**config.mk**
```make
export PLATFORM = sky130hd
export DESIGN_NAME = lse_simd_2x12b_sched
export DESIGN_NICKNAME = d
export VERILOG_FILES = /design/src/rtl/lse_simd_2x12b_sched.sv
export SDC_FILE = /design/constraint.sdc
export NUM_CORES = 1
export LEC_CHECK = 0
export BUFFER_PORTS_ARGS = -buffer_cell sky130_fd_sc_hd__buf_4
export CORE_ASPECT_RATIO = 2
export CORE_UTILIZATION = 50
export CTS_CLUSTER_DIAMETER = 120
export CTS_CLUSTER_SIZE = 30
export DETAILED_ROUTE_END_ITERATION = 7
export GPL_ROUTABILITY_DRIVEN = 0
export PLACE_DENSITY = 0.72
export SYNTH_ARGS = -nofsm -noshare
export SYNTH_HDL_FRONTEND = slang
export SYNTH_SLANG_ARGS = --single-unit
```
**constraint.sdc**
```tcl
create_clock -name clk -period 3.9 [get_ports clk]
set_input_delay 0.78 -clock clk [delete_from_list [all_inputs] [get_ports clk]]
set_output_delay 0.78 -clock clk [all_outputs]
set_load 0.02 [all_outputs]
```
**src/rtl/lse_simd_2x12b_sched.sv**
```systemverilog
// lse_simd_2x12b_sched: pairs scalar LSE requests into dual-lane SIMD beats and unpacks tagged responses in order.
// Define LSE_SCHED_FLUSH_EN to add the HOLD timeout that auto-issues a lone request half-full.
module lse_simd_2x12b_sched #(
    parameter int TAG_W         = 4,
    parameter int RSP_DEPTH     = 4,
    parameter int FLUSH_TIMEOUT = 8
) (
    input  logic             clk,
    input  logic             rst,
    input  logic             req_valid,
    output logic             req_ready,
    input  logic [11:0]      req_x,
    input  logic [11:0]      req_y,
    input  logic [TAG_W-1:0] req_tag,
    input  logic             flush,
    input  logic [1:0]       cfg_pe_mode,
    output logic             simd_enable,
    output logic [23:0]      simd_x,
    output logic [23:0]      simd_y,
    output logic [1:0]       simd_pe_mode,
    input  logic [23:0]      simd_result,
    input  logic             simd_valid,
    output logic             rsp_valid,
    input  logic             rsp_ready,
    output logic [11:0]      rsp_result,
    output logic [TAG_W-1:0] rsp_tag,
    output logic             busy
);
    localparam int PW = $clog2(RSP_DEPTH);
    localparam int CW = $clog2(RSP_DEPTH + 1);
    localparam int EW = 2 * TAG_W + 1;

    if (RSP_DEPTH < 2 || FLUSH_TIMEOUT < 1) begin : g_bad_cfg
        $error("lse_simd_2x12b_sched: need RSP_DEPTH >= 2 and FLUSH_TIMEOUT >= 1");
    end

    typedef enum logic [1:0] {IDLE, HOLD, ISSUE} state_t;
    state_t state_q, state_d;

    logic [11:0]      x0_q, y0_q, x1_q, y1_q;
    logic [TAG_W-1:0] t0_q, t1_q;
    logic             live_q, sel_q, timeout;
    logic [1:0]       mode_q;
    logic [CW-1:0]    credit_q, tq_cnt_q, rf_cnt_q;
    logic [PW-1:0]    wp_q, mp_q, rp_q;
    // One ring holds each beat from issue until its last lane is consumed; mp trails wp, rp trails mp.
    logic [EW-1:0]    tag_mem [RSP_DEPTH];
    logic [23:0]      res_mem [RSP_DEPTH];
    logic [EW-1:0]    head;
    logic             accept, issue, res_ok, rsp_fire, pop;

    function automatic logic [PW-1:0] inc(input logic [PW-1:0] p);
        return p == PW'(RSP_DEPTH - 1) ? '0 : p + 1'b1;
    endfunction

    assign accept   = req_valid && req_ready;
    assign issue    = state_q == ISSUE;
    assign res_ok   = simd_valid && tq_cnt_q != '0;
    assign head     = tag_mem[rp_q];
    assign rsp_fire = rsp_valid && rsp_ready;
    assign pop      = rsp_fire && (sel_q || !head[0]);
    assign busy     = state_q != IDLE || tq_cnt_q != '0 || rf_cnt_q != '0;

`ifdef LSE_SCHED_FLUSH_EN
    localparam int TW = $clog2(FLUSH_TIMEOUT + 1);
    logic [TW-1:0] to_q;
    always_ff @(posedge clk) begin
        if (rst || state_q != HOLD) to_q <= '0;
        else to_q <= to_q + 1'b1;
    end
    assign timeout = state_q == HOLD && to_q == TW'(FLUSH_TIMEOUT - 1);
`else
    assign timeout = 1'b0;
`endif

    always_ff @(posedge clk) begin
        if (rst) state_q <= IDLE;
        else state_q <= state_d;
    end

    always_comb begin
        state_d = state_q == IDLE ? (accept ? HOLD : IDLE) :
                  state_q == HOLD ? ((accept || flush || timeout) ? ISSUE : HOLD) : IDLE;
    end

    always_comb begin
        req_ready   = !rst && (state_q == HOLD || (state_q == IDLE && credit_q != '0));
        simd_enable = !rst && state_q == ISSUE;
    end

    always_ff @(posedge clk) begin
        if (rst) begin
            {x0_q, y0_q, t0_q} <= '0;
            {x1_q, y1_q, t1_q, live_q} <= '0;
        end else begin
            if (state_q == IDLE && accept) {x0_q, y0_q, t0_q} <= {req_x, req_y, req_tag};
            if (state_q == HOLD && accept) {x1_q, y1_q, t1_q, live_q} <= {req_x, req_y, req_tag, 1'b1};
            else if (state_q == HOLD && (flush || timeout)) {x1_q, y1_q, live_q} <= {12'h800, 12'h800, 1'b0};
        end
    end

    always_ff @(posedge clk) begin
        if (issue) tag_mem[wp_q] <= {t0_q, t1_q, live_q};
        if (res_ok) res_mem[mp_q] <= simd_result;
    end

    always_ff @(posedge clk) begin
        if (rst) begin
            {wp_q, mp_q, rp_q} <= '0;
            {tq_cnt_q, rf_cnt_q, sel_q} <= '0;
            credit_q <= CW'(RSP_DEPTH);
            mode_q <= '0;
        end else begin
            if (issue) wp_q <= inc(wp_q);
            if (res_ok) mp_q <= inc(mp_q);
            if (pop) rp_q <= inc(rp_q);
            tq_cnt_q <= tq_cnt_q + CW'(issue) - CW'(res_ok);
            rf_cnt_q <= rf_cnt_q + CW'(res_ok) - CW'(pop);
            credit_q <= credit_q - CW'(issue) + CW'(pop);
            sel_q <= rsp_fire ? !pop : sel_q;
            if (!busy && state_q == IDLE) mode_q <= cfg_pe_mode;
        end
    end

    assign simd_x       = {x1_q, x0_q};
    assign simd_y       = {y1_q, y0_q};
    assign simd_pe_mode = mode_q;
    assign rsp_valid    = rf_cnt_q != '0;
    assign rsp_result   = !rsp_valid ? '0 : sel_q ? res_mem[rp_q][23:12] : res_mem[rp_q][11:0];
    assign rsp_tag      = !rsp_valid ? '0 : sel_q ? head[TAG_W:1] : head[EW-1:TAG_W+1];
endmodule

```
# After elaboration in Yosys (flattened, before gate mapping)
# Memories as Yosys holds them, arrays and structs flattened. A register that Yosys moved wholly into a read port is not among the register bits.
# Index checks and enable logic that the tools add are counted.
[classes] add_sub_neg=9 n_eq_ne=5 reduce_logical=26 n_mux=24
[op_table] operator="12-bit 2-to-1 mux" n=5
[op_table] operator="2-bit 2-to-1 mux" n=10
[op_table] operator="1-bit logical AND" n=11
[op_table] operator="3-bit by 1-bit adder with 3-bit output" n=3
[op_table] operator="3-bit nonzero test" n=3
[op_table] operator="3-bit by 1-bit subtractor with 3-bit output" n=3
[op_table] operator="2-bit equality test, second input constant" n=4
[op_table] operator="4-bit 2-to-1 mux" n=2
[op_table] operator="1-bit 2-to-1 mux" n=7
[op_table] operator="2-bit by 1-bit adder with 2-bit output, second input constant" n=3
[op_table] operator="1-bit logical OR" n=5
[op_table] operator="1-bit zero test" n=4
[op_table] operator="2-bit nonzero test" n=2
[op_table] operator="2-bit by 1-bit equality test with 1-bit output, second input constant" n=1
[op_table] operator="2-bit zero test" n=1
[totals] ff_bits=77 word_cells=82 output_inout_bits=70 in_bits=60 memories=2 mem_bits_rw=132
[memory_table] memory="res_mem" words=4 width=24 rd=1 rd_ports_with_merged_regs=1 wr=1 line="48" rtl="logic [23:0] res_mem [RSP_DEPTH];"
[memory_table] memory="tag_mem" words=4 width=9 rd=1 rd_ports_with_merged_regs=1 wr=1 line="47" rtl="logic [EW-1:0] tag_mem [RSP_DEPTH];"

# Logic depth before layout (Yosys ltp)
[logic_depth] depth_word=9 mapped_depth=13 mapped_depth_nobuf=13

# Least setup slack after synthesis
# No wires, ideal clock.
[synth_timing] path_type="input port to flip-flop" from="in rsp_ready" to="reg credit_q[2]" setup_time_ps=115 arrival_ps=2340 required_time_ps=3785 slack_ps=1445 cell_stages=11 n_path_buf=0 cell_sequence="and2_1 -> o311a_4 -> inv_1 -> ha_1 -> inv_1 -> ha_1 -> inv_1 -> fa_1 -> xor2_1 -> xnor2_1 -> nand2_1"
[synth_via] elab_chain_len=3
[synth_rtl] element="start, declared" line="24" rtl="input logic rsp_ready,"
[synth_rtl] element="1-bit logical AND" line="60" rtl="assign rsp_fire = rsp_valid && rsp_ready;"
[synth_rtl] element="1-bit logical AND" line="61" rtl="assign pop = rsp_fire && (sel_q || !head[0]);"
[synth_rtl] element="3-bit by 1-bit adder with 3-bit output" line="119" rtl="credit_q <= credit_q - CW'(issue) + CW'(pop);"
[synth_rtl] element="end signal, assigned" line="111" rtl="credit_q <= CW'(RSP_DEPTH);"
[synth_rtl] element="end signal, assigned" line="119"
[synth_rtl] element="end, declared" line="44" rtl="logic [CW-1:0] credit_q, tq_cnt_q, rf_cnt_q;"
# Every way passes these cells.
# A chain may end at the register's enable or synchronous reset.

==> summary.json <==
{
  "power.share.combinational": 0.263,
  "cp_data_arrival_time_ns": 2.32,
  "synth-adder-area-share": 0.0305,
  "clkTransAtPathRegs_ns": 0.11,
  "critical_path.slowest_cell": "sky130_fd_sc_hd__dfxtp_2",
  "post_synth_arst_share": 0,
  "holdPathStages": 2,
  "post-cts-setup-buffer-count": 0,
  "cts.htree.levels": 1,
  "insertedDiodeCount": 0,
  "design.die.area_um2": 16800,
  "cts.sink_count": 211,
  "worst_setup_path_start_kind": "register",
  "core_region_area_um2": 15900,
  "synth-xor-area-share": 0.00646,
  "main_combinational_cell_family_by_area_after_synthesis": "multiplexers",
  "power.density_nw_per_um2": 558,
  "run_status": "finished clean",
  "synth-warning-count": 0,
  "finalSetupTns_ns": 0,
  "worst_path_largest_cell_delay_ns": 0.64,
  "setup_viol": 0,
  "path_cells": "buf_12 -> mux4_2 -> mux2i_1 -> nor2_1 -> buf_4",
  "rsz0062_at_grt": "false",
  "postLayoutSetupSlackWorst_ns": 0.795,
  "syn-num-nets": 638,
  "floorplan.initialDensity": 0.513,
  "clock_insertion_delay_worst_skew_ns": 0.46,
  "worst_ir_drop_vdd_uv": 352,
  "timing.max_cap.violations": 0,
  "post_synthesis_sequential_area_ratio": 0.682,
  "r2r_setup_slack_ns": 1.17,
  "total_switching_power_mw": 1.55,
  "leakagePower_nw": 3.49,
  "hpwlAfterDp_um": 11200,
  "design_power_total_mw": 5.36,
  "cts_inserted_buffers": 11,
  "layout.cells.most_common": "sky130_fd_sc_hd__buf_4",
  "detailroute.via_count": 4765,
  "finish.net_count": 760,
  "dominantRegCellSynth": "sky130_fd_sc_hd__edfxtp_1",
  "end_kind": "output port",
  "cell_internal_pwr_mw": 3.82,
  "drt_first_pass_iters": 5,
  "path_max_fanout": 22,
  "pwr-share-clk": 0.231,
  "grtUsageTotal": 0.198,
  "timing.final.crit_period_ns": 3.10,
  "post_synthesis_average_cell_area_um2": 14.5,
  "count_of_different_cell_masters_after_synthesis": 38,
  "global_route.overflow_total": 0,
  "share_of_layout_cells_above_drive_strength_1": 0.283,
  "most-common-layout-cells": "sky130_fd_sc_hd__buf_4, sky130_fd_sc_hd__edfxtp_1, sky130_fd_sc_hd__dfxtp_1, sky130_fd_sc_hd__nand2_1, sky130_fd_sc_hd__nor2_1",
  "cts.path.max_buffers": 3,
  "floorplan.die.height_um": 182,
  "path_class": "reg2out",
  "row_count": 65,
  "grt_start_max_net_pins": 43,
  "period_share": 0.796,
  "floorplan.io_pins": 130,
  "drt-initial-drc-count": 190,
  "port-buffer-count": 129,
  "max-slew-margin-rel": 0.248,
  "holdBufCountCts": 0,
  "timing.reg2reg.worst_path_depth": 12,
  "skew_ns": 0.0455,
  "drt-wirelength-per-cell_um": 18.0,
  "power.sequential.fraction": 0.507,
  "achievable-frequency_mhz": 322,
  "worstHoldStart": "x0_q[4]",
  "die_w_um": 92.2,
  "hold_viol": 0,
  "timing_worst_slew_pin_value_ns": 1.13,
  "routed_wl_um": 16000,
  "number_of_drc_violations_after_detailed_routing": 0,
  "route.detailed.vias_per_inst": 5.37,
  "number_of_global_route_vias_before_repair": 5099,
  "timing.final.max_slew_violations": 0,
  "post_cts.resized_instances": 0,
  "cts-root-buf": "sky130_fd_sc_hd__clkbuf_16",
  "worst_hold_path_type": "reg2reg",
  "sw_frac_of_total": 0.288,
  "synth-simple-area-share": 0.0874,
  "post_synth_inst_count": 560,
  "min_to": "x0_q[4]",
  "tritoncts": "yes",
  "synth-compound-area-share": 0.0491,
  "antenna_violating_nets_post_route": 0,
  "ys_ff_latch": 211,
  "synth.mux.area_fraction": 0.116,
  "grt_first_pass_wirelength_um": 26100,
  "area_delta_synth_final_pct": 18.3,
  "timing.critical_path.required_ns": 3.12,
  "number_of_enable_type_register_cells_in_the_synthesized_netlist": 132,
  "cell_area_synth_um2": 8130,
  "initial_antenna_violation_count": 0,
  "worst_setup_slack_before_clock_tree_synthesis_ns": 1.11,
  "r2r-end": "credit_q[2]"
}
-- routing by layer --
metal | vias to the layer above | global-route usage | wire length (um)
met4 | 0 | 0.0431 | 189
li1 | 2256 | - | -
met2 | 136 | 0.395 | 9340
met3 | 20 | 0.0333 | 794
met1 | 2353 | 0.212 | 5670
met5 | - | 0 | 0
-- power groups by stage --
stage | Combinational, mW | Sequential (mW) | Clock [mW]
2_1_floorplan | 0.930 | 2.75 | 0
3_3_place_gp | 1.39 | 2.75 | 0
3_5_place_dp | 1.44 | 2.77 | 0
4_1_cts | 1.44 | 2.72 | 1.27
5_1_grt | 1.54 | 2.75 | 1.34
6_report | 1.41 | 2.72 | 1.24
-- flip-flops by register name, indices dropped and copies added (netlist names), named ones only --
signal,count
tq_cnt_q,3
tag_mem,36
y0_q,12
x1_q,12
sel_q,1
y1_q,12
x0_q,12
state_q,2
credit_q,3
mp_q,2
res_mem,96
rp_q,2
live_q,1
t1_q,4
wp_q,2
t0_q,4
simd_pe_mode,2
rf_cnt_q,3
-- stage by stage --
step                std cells   util  instance area, um2  hold WS [ns]
CTS                       887  0.606                9620         0.463
floorplan                 560      -                8130         0.460
global placement          870  0.585                9280         0.445
global route              887  0.606                9620         0.479
detailed placement        870  0.585                9280         0.447
finish                    887  0.606                9620         0.464
-- cell families after synthesis --
group	count (synthesis)
AOI/OAI and AO/OA	64
xor gates and xnor gates	6
adders and majority gates	18
buffers and inverters	47
DFF	211
muxes	54
and+or+nand+nor	160
-- cells in the mapped netlist (all sizes together), types with 10 or more instances --
| library cell | n | area [um2] |
|---|---|---|
| a21oi | 37 | 185 |
| a22oi | 22 | 165 |
| buf | 20 | 128 |
| clkbuf | 10 | 37.5 |
| dfxtp | 79 | 1580 |
| edfxtp | 132 | 3960 |
| ha | 15 | 188 |
| inv | 17 | 63.8 |
| mux2i | 20 | 200 |
| mux4 | 32 | 721 |
| nand2 | 71 | 267 |
| nor2 | 54 | 205 |
-- worst max-delay path: cells and delay by family, from the launching register on --
family | cells | cell delay [ns]
muxes | 2 | 0.67
DFF | 1 | 0.64
buffers and inverters | 2 | 0.45
and+or+nand+nor | 1 | 0.08
-- worst max-delay path by stage --
stage,from,to,slack (ns)
5_1_grt,register,rsp_result[11],0.61
2_1_floorplan,rsp_ready,credit_q[2],1.44
3_3_place_gp,register,credit_q[2],1.18
3_5_place_dp,simd_valid,tq_cnt_q[2],1.11
4_1_cts,register,rsp_result[2],0.73
6_report,register,rsp_tag[2],0.80
-- area by class of cell --
cell class / count / area, um2
flip-flops and latches: 211 / 5550
inverters: 17 / 63.8
well taps: 201 / 251
clock inverters: 2 / 47.5
repair buffers: 139 / 1060
clock buffers: 15 / 290
multi-input cells: 302 / 2360
fillers: 1270 / 6240
Power figures use the tool's default switching activity.
